===== config.mk =====
export PLATFORM = sky130hd
export DESIGN_NAME = rca_pr_request_queue
export DESIGN_NICKNAME = d
export VERILOG_FILES = /design/src/rtl/rca_pr_request_queue.sv
export SDC_FILE = /design/constraint.sdc
export NUM_CORES = 1
export LEC_CHECK = 0
export BUFFER_PORTS_ARGS = -buffer_cell sky130_fd_sc_hd__buf_2
export CAP_MARGIN = 15
export CELL_PAD_IN_SITES_DETAIL_PLACEMENT = 0
export CELL_PAD_IN_SITES_GLOBAL_PLACEMENT = 1
export CORE_MARGIN = 1.5
export CORE_UTILIZATION = 38
export DETAILED_ROUTE_END_ITERATION = 8
export MAX_ROUTING_LAYER = met4
export PLACE_DENSITY = 0.64
export SYNTH_ARGS = -nofsm -noshare
export SYNTH_HDL_FRONTEND = slang
export SYNTH_SLANG_ARGS = --single-unit

===== constraint.sdc =====
create_clock -name clk -period 3.6 [get_ports clk]
set_input_delay 0.36 -clock clk [delete_from_list [all_inputs] [get_ports clk]]
set_output_delay 0.36 -clock clk [all_outputs]
set_load 0.05 [all_outputs]

===== src/rtl/rca_pr_request_queue.sv =====
// Queue of partial-reconfiguration requests feeding a PR controller, with per-slot busy tracking.
// Optional macro RCA_PR_COALESCE_EN: a new request for an already-queued slot overwrites that entry's OU.
module rca_pr_request_queue #(
  parameter int unsigned DEPTH     = 8,
  parameter int unsigned NUM_SLOTS = 30,
  parameter int unsigned NUM_OUS   = 22,
  parameter int unsigned SLOT_W    = 5,
  parameter int unsigned OU_W      = 5
) (
  input  logic                           clk,
  input  logic                           rst_n,
  input  logic                           req_valid,
  input  logic [SLOT_W-1:0]              req_slot,
  input  logic [OU_W-1:0]                req_ou,
  output logic                           req_ready,
  output logic                           pr_valid,
  output logic [SLOT_W-1:0]              pr_slot,
  output logic [OU_W-1:0]                pr_ou,
  input  logic                           pr_ready,
  input  logic                           pr_done,
  output logic [NUM_SLOTS-1:0]           slot_busy,
  output logic [$clog2(DEPTH+1)-1:0]     queue_count,
  output logic                           req_err
);

  localparam int unsigned CNT_W = $clog2(DEPTH + 1);
  localparam int unsigned PTR_W = (DEPTH > 1) ? $clog2(DEPTH) : 1;

  typedef enum logic [1:0] {IDLE, ISSUE, WAIT_DONE} state_t;

  state_t              r_state;
  state_t              w_state_nxt;
  logic [SLOT_W-1:0]   r_q_slot [DEPTH];
  logic [OU_W-1:0]     r_q_ou   [DEPTH];
  logic [DEPTH-1:0]    r_q_vld;
  logic [PTR_W-1:0]    r_wr_ptr;
  logic [PTR_W-1:0]    r_rd_ptr;
  logic [CNT_W-1:0]    r_count;
  logic                r_req_ready;
  logic                r_pr_valid;
  logic [SLOT_W-1:0]   r_pr_slot;
  logic [OU_W-1:0]     r_pr_ou;
  logic                r_if_vld;
  logic [SLOT_W-1:0]   r_if_slot;
  logic                r_req_err;

  logic                w_in_range;
  logic                w_accept;
  logic                w_push;
  logic                w_err;
  logic                w_load;
  logic                w_pop;
  logic                w_done;
  logic [CNT_W-1:0]    w_count_nxt;
  logic [NUM_SLOTS-1:0] w_busy;

  function automatic logic [PTR_W-1:0] f_inc(input logic [PTR_W-1:0] p);
    return (32'(p) == DEPTH - 1) ? '0 : p + PTR_W'(1);
  endfunction

  assign w_in_range = (32'(req_slot) < NUM_SLOTS) && (32'(req_ou) < NUM_OUS);

`ifdef RCA_PR_COALESCE_EN
  logic             w_match;
  logic [PTR_W-1:0] w_match_idx;
  logic             w_coal;

  // The head is only matchable while nothing from it is being presented (WAIT_DONE).
  always_comb begin
    w_match     = 1'b0;
    w_match_idx = '0;
    for (int i = 0; i < int'(DEPTH); i++) begin
      if (r_q_vld[i] && (r_q_slot[i] == req_slot) &&
          !((PTR_W'(i) == r_rd_ptr) && (r_state != WAIT_DONE))) begin
        w_match     = 1'b1;
        w_match_idx = PTR_W'(i);
      end
    end
  end

  assign w_accept = req_valid && (r_req_ready || (w_in_range && w_match));
  assign w_coal   = w_accept && w_in_range && w_match;
  assign w_push   = w_accept && w_in_range && !w_match;
`else
  assign w_accept = req_valid && r_req_ready;
  assign w_push   = w_accept && w_in_range;
`endif
  assign w_err = w_accept && !w_in_range;

  always_ff @(posedge clk or negedge rst_n) begin
    if (!rst_n) r_state <= IDLE;
    else        r_state <= w_state_nxt;
  end

  always_comb begin
    w_state_nxt = r_state;
    w_load      = 1'b0;
    w_pop       = 1'b0;
    w_done      = 1'b0;
    case (r_state)
      IDLE: begin
        if (r_count != '0) begin
          w_state_nxt = ISSUE;
          w_load      = 1'b1;
        end
      end
      ISSUE: begin
        if (pr_ready) begin
          w_state_nxt = WAIT_DONE;
          w_pop       = 1'b1;
        end
      end
      WAIT_DONE: begin
        if (pr_done) begin
          w_state_nxt = IDLE;
          w_done      = 1'b1;
        end
      end
      default: w_state_nxt = IDLE;
    endcase
  end

  assign w_count_nxt = r_count + CNT_W'(w_push) - CNT_W'(w_pop);

  always_ff @(posedge clk or negedge rst_n) begin
    if (!rst_n) begin
      for (int i = 0; i < int'(DEPTH); i++) begin
        r_q_slot[i] <= '0;
        r_q_ou[i]   <= '0;
      end
      r_q_vld     <= '0;
      r_wr_ptr    <= '0;
      r_rd_ptr    <= '0;
      r_count     <= '0;
      r_req_ready <= 1'b1;
      r_pr_valid  <= 1'b0;
      r_pr_slot   <= '0;
      r_pr_ou     <= '0;
      r_if_vld    <= 1'b0;
      r_if_slot   <= '0;
      r_req_err   <= 1'b0;
    end else begin
      if (w_push) begin
        r_q_slot[r_wr_ptr] <= req_slot;
        r_q_ou[r_wr_ptr]   <= req_ou;
        r_q_vld[r_wr_ptr]  <= 1'b1;
        r_wr_ptr           <= f_inc(r_wr_ptr);
      end
`ifdef RCA_PR_COALESCE_EN
      if (w_coal) r_q_ou[w_match_idx] <= req_ou;
`endif
      if (w_load) begin
        r_pr_valid <= 1'b1;
        r_pr_slot  <= r_q_slot[r_rd_ptr];
        r_pr_ou    <= r_q_ou[r_rd_ptr];
      end
      // Handshake: the presented entry leaves the queue and becomes in-flight.
      if (w_pop) begin
        r_q_vld[r_rd_ptr] <= 1'b0;
        r_rd_ptr          <= f_inc(r_rd_ptr);
        r_pr_valid        <= 1'b0;
        r_if_vld          <= 1'b1;
        r_if_slot         <= r_pr_slot;
      end
      if (w_done) r_if_vld <= 1'b0;
      r_count     <= w_count_nxt;
      r_req_ready <= 32'(w_count_nxt) < DEPTH;
      r_req_err   <= w_err;
    end
  end

  // Busy map decoded purely from stored queue entries and the in-flight slot.
  always_comb begin
    w_busy = '0;
    for (int i = 0; i < int'(DEPTH); i++) begin
      if (r_q_vld[i]) w_busy[r_q_slot[i]] = 1'b1;
    end
    if (r_if_vld) w_busy[r_if_slot] = 1'b1;
  end

  assign req_ready   = r_req_ready;
  assign pr_valid    = r_pr_valid;
  assign pr_slot     = r_pr_slot;
  assign pr_ou       = r_pr_ou;
  assign slot_busy   = w_busy;
  assign queue_count = r_count;
  assign req_err     = r_req_err;

endmodule


==> metrics.txt <==
outcome=complete, but fails checks; failing checks=hold timing; Clock transition at path regs=around 0.060 ns; antenna cells=0; reg-to-reg endpoint=r_q_slot[37]$_DFFE_PN0P_; Distinct cells, synth=55; clk_lat worst skew=0.40 ns; Placer Congestion=around 0.97; CTS tree=done; async set-or-reset flop fraction in the synthesized netlist=1.00; Hold Fails Final Rpt=7; vias per cell=6.61; initial antenna violation count=0; Worst R2R Start=req_ready$_DFF_PN1_; Ports=62; vias in the first global route=7126; Final Instance Count excl. Fillers=~1100; Max H-tree Level=4; crit path DAT=2.59 ns; Avg Synthesized Cell Area=10.2 um2; nets=798; nature of the critical path startpoint=flop; Die W=145 um; final setup fails=0; CTS max path bufs=2; full die area=21000 um2; antenna viol nets, final=0; Post-synth EDFFs=0; Port Buf Inserts=61; FF-to-FF path depth=3; register area=just under 3000 um2; slowest stage delay, CP=~0.63 ns; area occupied by multi-input gates=roughly 4300 um2; first-pass GRT wire length=roughly 46000 um; worst endpoint required time=roughly 3.2 ns; CP delay by family, top=simple AND/OR/NAND/NOR gates; Leakage=between 3 and 4 nW; FILL cells=1877; highest clock rate=0.338 GHz; P&R area growth vs syn=13.6%; Syn Inst Count=around 750; Crit-path slowest cell=dfrtp_1; final worst-path cycle share=0.821; Slew @ Worst Pin=1.21 ns; largest net degree at the start of global routing=67; Site Rows=51; Core Region=19600 um2; register area share after synthesis=0.389; setup TNS=0 ns; hpwl dp=approximately 23000 um; clock root buffer=clkbuf_16; Worst Hold Class=input pin to async pin; Post-synth top flop=dfrtp_1; Seq cells post-synth=119; Critical Path, Cell by Cell=nand2b_1 > o22ai_1 > nor4_1 > o221ai_1 > buf_2; CTS Buf Count=17; fin util=0.444; WL/cell=29.3 um; Worst setup EP type=output pin; syn_nets=779; Rel. slew slack=0.195; Mapped Area=7650 um2; gr ovfl total=0; DRC=0; Ys Warns=0; final number of max-transition violations=0; total setup buffers inserted after CTS=0; via count=6945; Total GRT Usage=0.302; hold slack final=-0.0197 ns; CTS Sinks=119; worst reg-to-reg setup slack=1.25 ns; WS Path Type=flop to output pin; DIE HEIGHT=145 um; Max FO, Critical Path=8; DRT iter0 DRCs=707; placed cell count=1018; CTS-repair resized insts=0; power density over cell area=~1100 nW/um2; fraction of layout cells with a size suffix above 1=0.224; Final Skew=0.00595 ns; Power Total=between 9 and 10 mW; crit path time final=2.95 ns; maxcap violations=0; effective utilization at floorplan=0.391; CTS Hold Buffers Added=0; Peak VDD IR=around 560 uV; RSZ-0062 raised after global routing=false; Routed Wire Length=30800 um; WP buf/inv=1; First-pass DRT Iterations=5
==> cell type report <==
| type | instances | area share |
|---|---|---|
| inverters | 19 | 0.00820 |
| repair buffers | 72 | 0.0486 |
| flip-flops and latches | 119 | 0.343 |
| multi-input cells | 544 | 0.496 |
| clock inverters | 14 | 0.0160 |
| clock buffers | 18 | 0.0505 |
| well taps | 265 | 0.0381 |
==> routing by layer <==
layer | track usage | wire (um) | up-vias
li1 | - | - | 2979
met1 | 0.342 | 12000 | 3518
met2 | 0.508 | 15200 | 354
met3 | 0.0431 | 1830 | 94
met4 | 0.179 | 1760 | 0
met5 | - | 0 | -
==> cell usage after synthesis, types with 11 or more instances <==
cell type / n / area share
dfrtp_1: 118 / 0.39
o22ai_1: 81 / 0.066
nand2_1: 59 / 0.029
clkbuf_1: 58 / 0.028
mux2_1: 44 / 0.065
mux2_2: 37 / 0.054
nor3_1: 32 / 0.021
nand2b_1: 28 / 0.023
nand4b_1: 28 / 0.032
nor2_1: 24 / 0.012
inv_1: 18 / 0.0088
nor4_1: 17 / 0.014
mux4_2: 16 / 0.047
o211ai_1: 16 / 0.016
o22a_1: 16 / 0.018
or4bb_1: 14 / 0.021
mux2i_1: 12 / 0.016
a21oi_1: 11 / 0.0072
nand4bb_1: 11 / 0.016
o21ai_0: 11 / 0.0072
==> through the flow <==
stage	cell area, um2	setup WS, ns
floorplan	7650	1.16
global placement	8090	1.13
detailed placement	8090	1.09
global route	8700	0.624
CTS	8670	0.742
finish	8700	0.645
==> registers in the layout, summed over array words and instances, names as in the netlist <==
signal and count:
r_q_ou 40, r_q_slot 40, r_q_vld 8, pr_ou 5, pr_slot 5, r_if_slot 5, queue_count 4, r_rd_ptr 3
r_wr_ptr 3, r_state 2, pr_valid 1, r_if_vld 1, req_err 1, req_ready 1
==> worst max path at each step <==
stage                        startpoint             endpoint  slack (ns)  cells after the start
6_report        r_q_slot[1]$_DFFE_PN0P_        slot_busy[17]        0.65                      5
5_1_grt        r_q_slot[15]$_DFFE_PN0P_         slot_busy[0]        0.62                      5
4_1_cts        r_q_slot[15]$_DFFE_PN0P_         slot_busy[0]        0.74                      5
3_5_place_dp                  req_ou[1]  req_ready$_DFF_PN1_        1.09                     10
3_3_place_gp                  req_ou[4]  req_ready$_DFF_PN1_        1.13                     10
2_1_floorplan  r_q_slot[28]$_DFFE_PN0P_         slot_busy[0]        1.16                      3
==> placed cells by master (no fill, tap or decap), drive strengths merged, types with 7 or more instances in the layout <==
cell type | Yosys | final
a21oi | 12 | 12
buf | 14 | 72
clkbuf | 58 | 18
dfrtp | 118 | 118
ha | 9 | 9
inv | 18 | 25
mux2 | 81 | 81
mux2i | 12 | 12
mux4 | 16 | 16
nand2 | 59 | 59
nand2b | 28 | 28
nand4 | 7 | 7
nand4b | 28 | 28
nand4bb | 11 | 11
nor2 | 24 | 24
nor3 | 32 | 32
nor4 | 18 | 18
o211ai | 16 | 16
o21ai | 11 | 11
o221ai | 7 | 7
o22a | 16 | 16
o22ai | 81 | 81
o32ai | 8 | 8
or2 | 9 | 9
or4b | 10 | 10
or4bb | 14 | 14
==> where the power goes <==
part	total, mW	internal [mW]	switching [mW]
Clock	1.63	0.985	0.641
Combinational	4.57	1.62	2.95
Sequential	3.11	1.94	1.18
==> logic make-up after synthesis <==
kind of cell    after synthesis  share of synthesized area
buf+inv                      91                     0.0472
xor+xnor                      2                    0.00229
simple gates                253                      0.207
fa+ha+maj                    10                     0.0173
compound gates              170                      0.155
flops                       119                      0.389
mux                         109                      0.182
(Power assumes the default switching activity.)
